### src/rtl/axicb_grant_lock.sv
// Burst-level grant lock behind the crossbar round-robin arbiter: holds the chosen
// master's select from its first beat until its xLAST beat and forwards its handshake.
module axicb_grant_lock #(
  parameter int unsigned REQ_NB    = 4,
  parameter int unsigned MAX_BEATS = 256
) (
  input  logic              aclk,
  input  logic              aresetn,
  input  logic              srst,
  input  logic [REQ_NB-1:0] in_valid,
  input  logic [REQ_NB-1:0] in_last,
  output logic [REQ_NB-1:0] in_ready,
  output logic              rr_en,
  output logic [REQ_NB-1:0] rr_req,
  input  logic [REQ_NB-1:0] rr_grant,
  output logic [REQ_NB-1:0] sel,
  output logic              out_valid,
  output logic              out_last,
  input  logic              out_ready,
  output logic              busy,
  output logic              len_err
);

  localparam int unsigned CNT_W = $clog2(MAX_BEATS) + 1;
  localparam logic [CNT_W-1:0] CNT_MAX = CNT_W'(MAX_BEATS);

  typedef enum logic {
    ST_IDLE   = 1'b0,
    ST_LOCKED = 1'b1
  } state_t;

  state_t            r_state;
  state_t            w_state_nxt;
  logic [REQ_NB-1:0] r_grant_q;
  logic [REQ_NB-1:0] w_grant_nxt;
  logic [CNT_W-1:0]  r_beat_cnt;
  logic [CNT_W-1:0]  w_cnt_nxt;
  logic [CNT_W-1:0]  w_cnt_inc;
  logic              r_len_err;
  logic              w_err_nxt;
  logic              w_beat;

  // Zero-latency handshake path: the arbiter grant is used directly until the lock is taken.
  assign sel       = (r_state == ST_LOCKED) ? r_grant_q : rr_grant;
  assign out_valid = |(in_valid & sel);
  assign out_last  = |(in_last & sel);
  assign in_ready  = sel & {REQ_NB{out_ready}};
  assign w_beat    = out_valid & out_ready;
  assign busy      = (r_state == ST_LOCKED);
  assign len_err   = r_len_err;
  assign w_cnt_inc = (r_beat_cnt == CNT_MAX) ? CNT_MAX : r_beat_cnt + CNT_W'(1);

  always_ff @(posedge aclk or negedge aresetn) begin
    if (!aresetn) begin
      r_state    <= ST_IDLE;
      r_grant_q  <= '0;
      r_beat_cnt <= '0;
      r_len_err  <= 1'b0;
    end else if (srst) begin
      r_state    <= ST_IDLE;
      r_grant_q  <= '0;
      r_beat_cnt <= '0;
      r_len_err  <= 1'b0;
    end else begin
      r_state    <= w_state_nxt;
      r_grant_q  <= w_grant_nxt;
      r_beat_cnt <= w_cnt_nxt;
      r_len_err  <= w_err_nxt;
    end
  end

  always_comb begin
    w_state_nxt = r_state;
    w_grant_nxt = r_grant_q;
    w_cnt_nxt   = r_beat_cnt;
    w_err_nxt   = r_len_err;
    rr_req      = '0;
    rr_en       = 1'b0;
    case (r_state)
      ST_IDLE: begin
        rr_req = in_valid;
        rr_en  = |in_valid;
        // Single-beat bursts never lock; anything else (including a stalled slave) does.
        if (|in_valid && !(w_beat && out_last)) begin
          w_state_nxt = ST_LOCKED;
          w_grant_nxt = rr_grant;
          w_cnt_nxt   = w_beat ? CNT_W'(1) : '0;
          if (w_beat && (CNT_MAX == CNT_W'(1))) w_err_nxt = 1'b1;
        end
      end
      ST_LOCKED: begin
        if (w_beat && out_last) begin
          w_state_nxt = ST_IDLE;
          w_grant_nxt = '0;
          w_cnt_nxt   = '0;
        end else if (w_beat) begin
          w_cnt_nxt = w_cnt_inc;
          if (w_cnt_inc == CNT_MAX) w_err_nxt = 1'b1;
        end
      end
      default: begin
        w_state_nxt = ST_IDLE;
      end
    endcase
  end

endmodule
### config.mk
export PLATFORM = sky130hd
export DESIGN_NAME = axicb_grant_lock
export DESIGN_NICKNAME = d
export VERILOG_FILES = /design/src/rtl/axicb_grant_lock.sv
export SDC_FILE = /design/constraint.sdc
export NUM_CORES = 1
export LEC_CHECK = 0
export ABC_CLOCK_PERIOD_IN_PS = 2009
export CORE_MARGIN = 2
export CORE_UTILIZATION = 35
export DETAILED_ROUTE_END_ITERATION = 8
export PLACE_DENSITY = 0.61
export SYNTH_ARGS = -nofsm -noshare
export SYNTH_HDL_FRONTEND = slang
export SYNTH_SLANG_ARGS = --single-unit
### constraint.sdc
create_clock -name aclk -period 2.01 [get_ports aclk]
set_input_delay 0.3015 -clock aclk [delete_from_list [all_inputs] [get_ports aclk]]
set_output_delay 0.3015 -clock aclk [all_outputs]
set_load 0.05 [all_outputs]
* Word level (Yosys, flattened, before mapping) *
Cells that the tools add are included.
W data, S select, Z words.

storage, ports and cells
  register bits = 15
  input port bits = 16
  output and inout bits = 17
  word-level logic and storage cells = 51

cells by class
  add/sub/neg operators = 1
  equal/unequal tests = 6
  muxes and demuxes = 23
  bitwise gates (word level) = 5
  reduce and logical (&&, ||, !) cells = 12

operators with widths
  cell                   number
  $mux W9                5
  $mux W4                5
  $eq A9 B9 Y1 const B   2
  $pmux W9 S2            1
  $and A4 B4 Y4          3
  $reduce_or A4 Y1       3
  $mux W1                10
  $add A9 B1 Y9 const B  1
  $pmux W4 S2            1
  $reduce_bool A2 Y1     3
  $ne A4 B2 Y1 const B   1
  $reduce_and A2 Y1      2
  $reduce_and A4 Y1      1
  $ne A3 B2 Y1 const B   1
  $ne A3 B3 Y1 const B   1
  $logic_and A1 B1 Y1    2
  $ne A2 B2 Y1 const B   1
  $pmux W1 S2            1
  $and A1 B1 Y1          1
  $logic_not A1 Y1       1
  $not A1 Y1             1

* Longest topological paths before layout *
Gate-level depths: netlist of the first run.

  depth in word-level cells = 10
  depth in mapped cells = 8

* Worst setup path after synthesis of the first run *
OpenSTA, ideal clock, no wires.

  path kind = register -> register
  start = register r_state, in the netlist busy
  end = register r_beat_cnt[2]
  setup time = 0.126 ns
  data arrival time = 2.562 ns
  data required time = 1.884 ns
  setup slack = -0.678 ns
  cell stages (with the launch flop) = 8
  clock period less this slack = 2.688 ns
  cell sequence = dfrtp_1 > mux2_2 > a22oi_2 > nand2_2 > a21o_4 > and2_4 > buf_6 > a221o_1

RTL lines
  item                         line    source
  start, declared              32      state_t r_state;
  start signal, assigned       65      r_state <= w_state_nxt;
  $mux W4 (*)                  44      assign sel = (r_state == ST_LOCKED) ? r_grant_q : rr_grant;
  named net sel[0]             16      output logic [REQ_NB-1:0] sel,
  $and A4 B4 Y4 (*)            46      assign out_last = |(in_last & sel);
  $reduce_or A4 Y1 (*)         46
  named net out_last           18      output logic out_last,
  $logic_and A1 B1 Y1 (*)      84, 92
  $logic_not A1 Y1             84      if (|in_valid && !(w_beat && out_last)) begin
  $logic_and A1 B1 Y1          84
  $ne A3 B3 Y1 (no line)       --
  $reduce_and A2 Y1 (no line)  --
  end signal, assigned         67      r_beat_cnt <= w_cnt_nxt;
  end, declared                36      logic [CNT_W-1:0] r_beat_cnt;

Mark *: on every way through the listed nets, which the timed path passes. The rest lies on a longest branch.
A chain may end at the register's enable or synchronous reset.

* Final worst setup path of the first run *
  start = register r_state, in the netlist busy
  end = register r_beat_cnt[2]

between the ends
  longest elaborated chain between the ends = 9

ends and longest elaborated chain
  item                         line    source
  $mux W4                      44
  $and A4 B4 Y4                45      assign out_valid = |(in_valid & sel);
  $reduce_or A4 Y1             45
  $and A1 B1 Y1                48      assign w_beat = out_valid & out_ready;
  $logic_and A1 B1 Y1          84, 92
  $logic_not A1 Y1             84
  $logic_and A1 B1 Y1          84
  $ne A3 B3 Y1 (no line)       --
  $reduce_and A2 Y1 (no line)  --

Several ways; a longest one is shown, not always the timed one.

==> flow_results.org, run 1 <==
** Yosys
- Synthesized flop and latch total :: 15
- Cell variety after synth :: 44
- Counting flops with a built-in enable in the synthesized netlist gives 0.
- Post-synthesis async set-or-reset flop share :: 1.00
- The mapped netlist covers 1240 sq um.
- Number of instances in the synthesized netlist :: 136
- The share of synthesized area in the top cell type comes to 0.303.
- During synthesis, Yosys emitted a total of 0 warnings.
- The most used flip-flop cell after synthesis is sky130_fd_sc_hd__dfrtp_1.
- sky130_fd_sc_hd__dfrtp_1 takes more of the synthesized area than any other cell.
- The number of nets in the synthesized netlist is 154.
- Sorting the synthesized cells by area gives the leading types as sky130_fd_sc_hd__dfrtp_1, sky130_fd_sc_hd__a22oi_1, sky130_fd_sc_hd__a22o_1.
- Proportion of synthesized chip area in sequential cells :: 0.303
- Avg Inst Size Synth :: 9.11 sq um

** Power and ir drop
- Of the total power, registers draw 0.293.
- Clock power frac :: 0.155
- Worst IR drop on VDD :: 0.286 mV
- Summed over all nets, the switching power comes to 448 uW.
- The share of total power dissipated in combinational logic is 0.552.
- Power density of the placed cells :: 559 nW/um^2
- Of the total power, the share spent switching nets is 0.391.
- Reported leakage power :: 0.916 nW
- The internal portion of the total power is 697 uW.

** STA
- For the pin with the worst max-slew slack, the measured transition is 0.492 ns.
- Skew final :: 0.00642 ns
- Worst-case headroom to the max-slew limit :: 0.671
- Across all setup checks in the final design, the least slack found is -0.0131 ns.
- Achievable clock frequency :: 494 MHz
- Summed over all failing endpoints, the final setup total negative slack is -0.0131 ns.
- Hold Vio Cnt, Final :: 0
- Dividing the final minimum period by the clock period gives 1.01.
- Post-layout min period :: 2.02 ns
- Final max-slew violation count :: 0
- Setup violations remaining at the end of the flow were counted as 1.
- Setup repair after global routing missed its margin :: true

** Clocking
- The longest clock path from root to sink contains 2 buffers.
- TritonCTS built the clock tree.
- For the worst-skew pair, the clock arrives at the later sink with an insertion delay of 0.29 ns.
- Max H-tree Level :: 1
- Number of hold buffers added after cts :: 0
- After clock tree synthesis, the clock-pin slew on the worst setup and hold paths is 0.09 ns.
- The clock net in this run drives a total of 15 sinks.
- Clock buffer count from CTS :: 3
- Root Buffer :: sky130_fd_sc_hd__clkbuf_4

** Worst setup path
- Cell with the largest stage delay on the worst path :: sky130_fd_sc_hd__dfrtp_2
- STA classifies the critical path endpoint as a register.
- The endpoint identified for the worst register-to-register timing path is r_beat_cnt[2]$_DFFE_PN0P_.
- The critical path in this run is classified as reg2reg.
- Delay-heaviest family, CP :: compound AO/OA/AOI/OAI gates
- Following the worst setup path forward leads to its endpoint at r_beat_cnt[2]$_DFFE_PN0P_.
- Startpoint of the lowest-slack register-to-register path :: busy$_DFF_PN0_
- Largest fanout of any net on the critical path :: 8
- Counting both buffers and inverters, the worst setup path holds a total of 0.
- The most critical setup path has its startpoint at busy$_DFF_PN0_.
- Across all register-to-register paths, the minimum setup slack is -0.01 ns.
- Worst path required time :: 2.19 ns
- In this design, the stage delay of the slowest critical-path cell is 0.49 ns.
- Walking the worst path, the cells encountered are mux2_4 > a22oi_4 > a21boi_4 > a21o_4 > and2_4 > a221o_1.
- The worst setup path is launched from a register.
- Path length in cells of the critical path :: 6
- For the worst setup path, the data arrival time is 2.20 ns.
- Number of cells on the worst reg-to-reg path :: 6

** Cells and area
- Fraction of final layout cells with drive strength greater than 1 :: 0.417
- The number of antenna diodes in the final layout is 0.
- Measured on the finished design, the core utilization comes to 0.609.
- Area grow syn2layout :: 65.3%
- Final #Nets :: 218

** Global route
- Largest net degree at the start of global routing :: 16
- For this run, the total global-route usage over all layers was measured as 0.199.
- Number of antenna violations at the first check in global routing :: 0
- Global routing finished with a remaining overflow of 0.
- Vias in the first global route :: 1,261
- Global-route wire length before repair :: 6310 microns

** Hold path
- The min-delay analysis places its worst path in the category in2async.

** Placed design
- Once detailed placement completed, the half-perimeter wirelength came to 2900 microns.
- RD Place Congestion :: 0.866
- The count of buffers added on input and output ports is 32.
- Timing analysis after detailed placement gives a worst setup slack of -0.261 ns.

** Die
- DIE HEIGHT :: 63.5 microns
- The floorplan step defined a die boundary enclosing 4030 sq um.
- The initialized floorplan defines 21 standard-cell rows.
- Top Ports :: 33
- For this configuration, the core starts out at a cell density of 0.368.
- Width of the die :: 63.5 microns
- The core region is 3360 sq um.

** Outcome
- Status :: complete, but fails checks
- Violations in the final reports :: setup timing

** Drt
- Antenna Nets Post-Route :: 0
- Drt via density :: 5.27
- Via count :: 1,290
- After detailed routing, the average wire length per cell comes to 15.5 microns.
- Remaining DRCs :: 0
- Wire length reported by the detailed router :: 3790 microns
- For this block, the initial DRC count from the detailed router was 31.
- First-pass iteration count of the detailed router :: 4

** Run
- Count of maximum capacitance violations :: 0
==> per-stage QoR <==
step | hold WS (ns) | instance area [sq um] | total power, mW | std cells
2_1_floorplan | 0.00591 | 1260 | 0.656 | 136
3_3_place_gp | 0.521 | 1890 | 0.903 | 236
3_5_place_dp | 0.531 | 1890 | 0.913 | 236
4_1_cts | 0.327 | 1950 | 1.11 | 242
5_1_grt | 0.347 | 2050 | 1.20 | 245
6_report | 0.320 | 2050 | 1.14 | 245
==> synth_stat cells, types with 2 or more instances <==
cell type,number
sky130_fd_sc_hd__xnor2_1,2
sky130_fd_sc_hd__nand2_1,7
sky130_fd_sc_hd__a22oi_4,2
sky130_fd_sc_hd__dfrtp_1,15
sky130_fd_sc_hd__mux2_2,2
sky130_fd_sc_hd__o21ai_0,3
sky130_fd_sc_hd__or4b_1,4
sky130_fd_sc_hd__nor2_1,6
sky130_fd_sc_hd__buf_6,2
sky130_fd_sc_hd__nor3_1,5
sky130_fd_sc_hd__and3_1,2
sky130_fd_sc_hd__a21oi_1,4
sky130_fd_sc_hd__a22oi_1,7
sky130_fd_sc_hd__nand3_1,6
sky130_fd_sc_hd__a22o_1,6
sky130_fd_sc_hd__ha_1,2
sky130_fd_sc_hd__clkbuf_1,7
sky130_fd_sc_hd__nor2b_1,6
sky130_fd_sc_hd__a22oi_2,2
sky130_fd_sc_hd__a2111oi_0,2
sky130_fd_sc_hd__o22ai_1,3
sky130_fd_sc_hd__mux2_4,2
sky130_fd_sc_hd__inv_1,6
sky130_fd_sc_hd__nand2b_1,3
sky130_fd_sc_hd__and2_1,6
sky130_fd_sc_hd__o31ai_1,5
sky130_fd_sc_hd__nand4_1,2
==> worst min-delay path by stage <==
stage,endpoint,from,slack [ns],cells past startpoint
after global placement,len_err$_DFFE_PN0P_,len_err$_DFFE_PN0P_,0.52,2
after floorplan,busy$_DFF_PN0_,aresetn,0.006,0
after global routing,r_grant_q[2]$_DFFE_PN0P_,aresetn,0.35,2
after CTS,r_grant_q[2]$_DFFE_PN0P_,aresetn,0.33,2
final,r_grant_q[0]$_DFFE_PN0P_,aresetn,0.32,2
after detailed placement,len_err$_DFFE_PN0P_,len_err$_DFFE_PN0P_,0.53,2
==> cells by family (layout without fill, tap and decap cells) <==
group           after synthesis  after routing  synth area share
flops                        15             15             0.303
buf+inv                      15             78            0.0576
mux                           5              5            0.0505
compound gates               41             41             0.288
fa+ha+maj                     2              2            0.0202
xor+xnor                      3              3            0.0212
simple gates                 55             55             0.260
==> cell type report <==
class	count	area, sq um
flip-flops and latches	15	377
clock inverters	1	5.00
inverters	6	22.5
well taps	46	57.6
multi-input cells	106	873
fillers	309	1320
clock buffers	3	22.5
repair buffers	68	689
==> power groups by stage <==
| stage | clock, mW | sequential [mW] | combinational [mW] |
|---|---|---|---|
| 2_1_floorplan | 0 | 0.342 | 0.314 |
| 3_3_place_gp | 0 | 0.341 | 0.562 |
| 3_5_place_dp | 0 | 0.342 | 0.571 |
| 4_1_cts | 0.185 | 0.335 | 0.591 |
| 5_1_grt | 0.197 | 0.339 | 0.668 |
| 6_report | 0.177 | 0.336 | 0.632 |
==> flip-flops by register name, indices dropped and copies added, names as in the netlist <==
register and cells:
r_beat_cnt 9, r_grant_q 4, len_err 1, busy 1
==> metal layers <==
layer / vias to the layer above / wire [microns] / track usage
met2: 41 / 1830 / 0.333
met3: 8 / 192 / 0.0446
met5: - / 0 / 0
met4: 0 / 55 / 0.0326
li1: 640 / - / -
met1: 601 / 1710 / 0.265
==> timing repair <==
action,4_1_cts,5_1_grt
gates resized for setup,4,20
endpoints found under the hold margin,0,0
setup endpoints to repair,3,16
pin swaps,8,6
buffers inserted,2,3
==> placed cells by master, fill, tap and decap left out, drive strengths merged, types with 4 or more instances in the layout <==
cell and n:
nor2b 6, clkdlybuf4s50 16, dfrtp 15, inv 6, o31ai 5, and2 7, or4b 4, a22o 6
nand3 6, nor3 5, a21oi 5, buf 52, mux2 4, nand2 8, nor2 6, a22oi 11
(Power assumes the default switching activity.)
==> run 2, diff against run 1 <==
--- a/config.mk
+++ b/config.mk
@@ -6,10 +6,12 @@
 export NUM_CORES = 1
 export LEC_CHECK = 0
 export ABC_CLOCK_PERIOD_IN_PS = 2009
+export CELL_PAD_IN_SITES_DETAIL_PLACEMENT = 1
+export CELL_PAD_IN_SITES_GLOBAL_PLACEMENT = 1
 export CORE_MARGIN = 2
-export CORE_UTILIZATION = 35
+export CORE_UTILIZATION = 32
 export DETAILED_ROUTE_END_ITERATION = 8
-export PLACE_DENSITY = 0.61
+export PLACE_DENSITY = 0.73
 export SYNTH_ARGS = -nofsm -noshare
 export SYNTH_HDL_FRONTEND = slang
 export SYNTH_SLANG_ARGS = --single-unit
==> flow_results.org, run 2 (synthesis results as in run 1) <==
** Clocking
- Clock buffer count from CTS :: 3
- At the later pin of the worst-skew pair, clock insertion delay measures 0.25 ns.
- The clock passes through at most 2 buffers.
- Clock-pin slew on the worst setup and hold paths :: 0.07 ns
- Max H-tree Level :: 1
- Clock tree from TritonCTS :: done
- Num Clock Sinks :: 15
- Number of hold buffers added after cts :: 0
- Root Buffer :: sky130_fd_sc_hd__clkbuf_8

** Cells and area
- Antenna cells :: 0
- Most common library cell in the layout ignoring fill and taps :: sky130_fd_sc_hd__buf_4
- Final #Nets :: 212
- The top cell types in the final layout, fill and taps aside, are sky130_fd_sc_hd__buf_4, sky130_fd_sc_hd__clkdlybuf4s50_1, sky130_fd_sc_hd__dfrtp_1, sky130_fd_sc_hd__buf_12, sky130_fd_sc_hd__nand2_1.
- Fraction of final layout cells with drive strength greater than 1 :: 0.389
- Flip-flop count of the largest register, all copies and words added :: 9
- More flip-flops sit in one register than any other, and that register is r_beat_cnt.
- Largest registers in the final layout :: r_beat_cnt (9), r_grant_q (4)
- Area grow syn2layout :: 62.6%

** Placed design
- The count of buffers added on input and output ports is 32.
- RD Place Congestion :: 0.895
- Prior to clock tree synthesis, the placed netlist has a worst setup slack of -0.296 ns.
- Placed wire-length estimate after detailed placement :: 3470 microns

** Drt
- Wires add up to 4430 microns.
- Drt initial violations :: 45
- In the routed layout, each cell is associated on average with a via count of 5.47.
- In the final routed layout, each cell accounts on average for 18.4 microns.
- Remaining DRCs :: 0
- Summing over every cut layer, the via total after detailed routing is 1,319.
- In this run the remaining antenna-violating nets after routing total 0.
- First-pass iteration count of the detailed router :: 4

** Worst setup path
- The number of buffers and inverters on the critical path is 0.
- Kind of end point of the critical path :: register
- Along the worst path, the maximum fanout reaches 7.
- For this design, the slowest cell found on the critical path is sky130_fd_sc_hd__dfrtp_2.
- STA classifies the critical path startpoint as a register.
- The number of cells on the worst reg-to-reg path is 6.
- Walking the worst path, the cells encountered are mux2_4 > a22oi_4 > a21boi_4 > a21o_4 > and2_4 > a221o_1.
- Crit Path Class :: reg2reg
- Worst Path Arrival :: 2.14 ns
- Tracing the worst setup path back leads to its startpoint at busy$_DFF_PN0_.
- The worst register-to-register path begins at busy$_DFF_PN0_.
- The setup check on the worst reg-to-reg path leaves a slack of 0.009 ns.
- The critical path ends at r_beat_cnt[2]$_DFFE_PN0P_.
- Delay-heaviest family, CP :: compound AO/OA/AOI/OAI gates
- In this run the number of cells on the critical path is 6.
- The worst register-to-register path ends at r_beat_cnt[2]$_DFFE_PN0P_.
- Data on the critical path is required at its endpoint by 2.14 ns.
- Slowest Stage Delay on Critical Path :: 0.48 ns

** Die
- Initial cell density of the core :: 0.336
- DIE HEIGHT :: 66.2 microns
- The region available for standard cell placement spans 3690 sq um.
- 33 I/O pins were placed.
- Standard-cell rows :: 22
- Width of the die :: 66.2 microns
- Die Footprint :: 4380 sq um

** STA
- Transition time of the tightest slew-check pin :: 0.489 ns
- Hold Vio Cnt, Final :: 0
- Final max-slew violation count :: 0
- The clock arrives with 0.00554 ns of skew.
- After layout, the minimum clock period comes to 2.00 ns.
- Based on the critical path, the design can be clocked at up to 500 MHz.
- In the final timing run, aggregate negative setup slack is 0 ns.
- In this run the tightest slew margin relative to its limit is 0.673.
- Dividing the final minimum period by the clock period gives 0.995.
- Setup repair after global routing missed its margin :: true
- Setup-failing EPs final :: 0
- Post-layout worst setup margin :: 0.00927 ns
- On the final layout, the worst hold slack is 0.375 ns.

** Power and ir drop
- The worst-case IR drop observed on VDD is 0.232 mV.
- Overall power consumption after layout is estimated at 1.21 mW.
- Reported leakage power :: 0.892 nW
- In this run the power density over the cells is 599 nW/um^2.

** Global route
- The first global-routing pass estimated 7130 microns of wire.
- Largest net degree at the start of global routing :: 16
- Final global-route overflow total :: 0
- The initial antenna violation count came to 0.
- The via count of the first global-routing pass came to 1,386.
- Across every metal layer, demand over resource in global routing totals 0.216.

** Hold path
- In this run the worst hold path is classified as in2async.

** Run
- Count of maximum capacitance violations :: 0

** Outcome
- The flow ran to the end, and the final reports show no timing, DRC or antenna violations.
[run 2: final cells by class]
class	count	area (sq um)
Clock buffer	4	45.0
Fill cell	419	1670
Inverter	6	22.5
Multi-Input combinational cell	106	870
Sequential cell	15	377
Tap cell	48	60.1
Timing Repair Buffer	62	641
[run 2: how the worst min path moves through the flow]
stage	from	cells after the start	slack, ns	end
5_1_grt	aresetn	2	0.38	r_beat_cnt[3]$_DFFE_PN0P_
3_3_place_gp	len_err$_DFFE_PN0P_	2	0.53	len_err$_DFFE_PN0P_
4_1_cts	aresetn	2	0.38	r_beat_cnt[3]$_DFFE_PN0P_
2_1_floorplan	aresetn	0	0.006	busy$_DFF_PN0_
3_5_place_dp	len_err$_DFFE_PN0P_	2	0.52	len_err$_DFFE_PN0P_
6_report	aresetn	2	0.37	r_beat_cnt[3]$_DFFE_PN0P_
[run 2: power by group]
group	switching (mW)	total [mW]	internal [mW]
Sequential	0.0199	0.337	0.317
Clock	0.110	0.250	0.140
Combinational	0.331	0.619	0.288
[run 2: per-stage QoR]
step	util	instances	instance area [sq um]
2_1_floorplan	-	136	1260
3_3_place_gp	0.509	235	1880
3_5_place_dp	0.509	235	1880
4_1_cts	0.525	240	1940
5_1_grt	0.546	241	2010
6_report	0.546	241	2010
[run 2: routing by layer]
metal / track usage / part of all wire / up-vias
li1: - / - / 626
met1: 0.276 / 0.45 / 646
met2: 0.373 / 0.50 / 41
met3: 0.0290 / 0.040 / 6
met4: 0.0714 / 0.013 / 0
met5: 0 / 0 / -
[run 2: timing repair]
item	4_1_cts	5_1_grt
resized for setup	4	15
buffers inserted	1	1
pin swaps	7	4
endpoints found under the setup margin	8	14
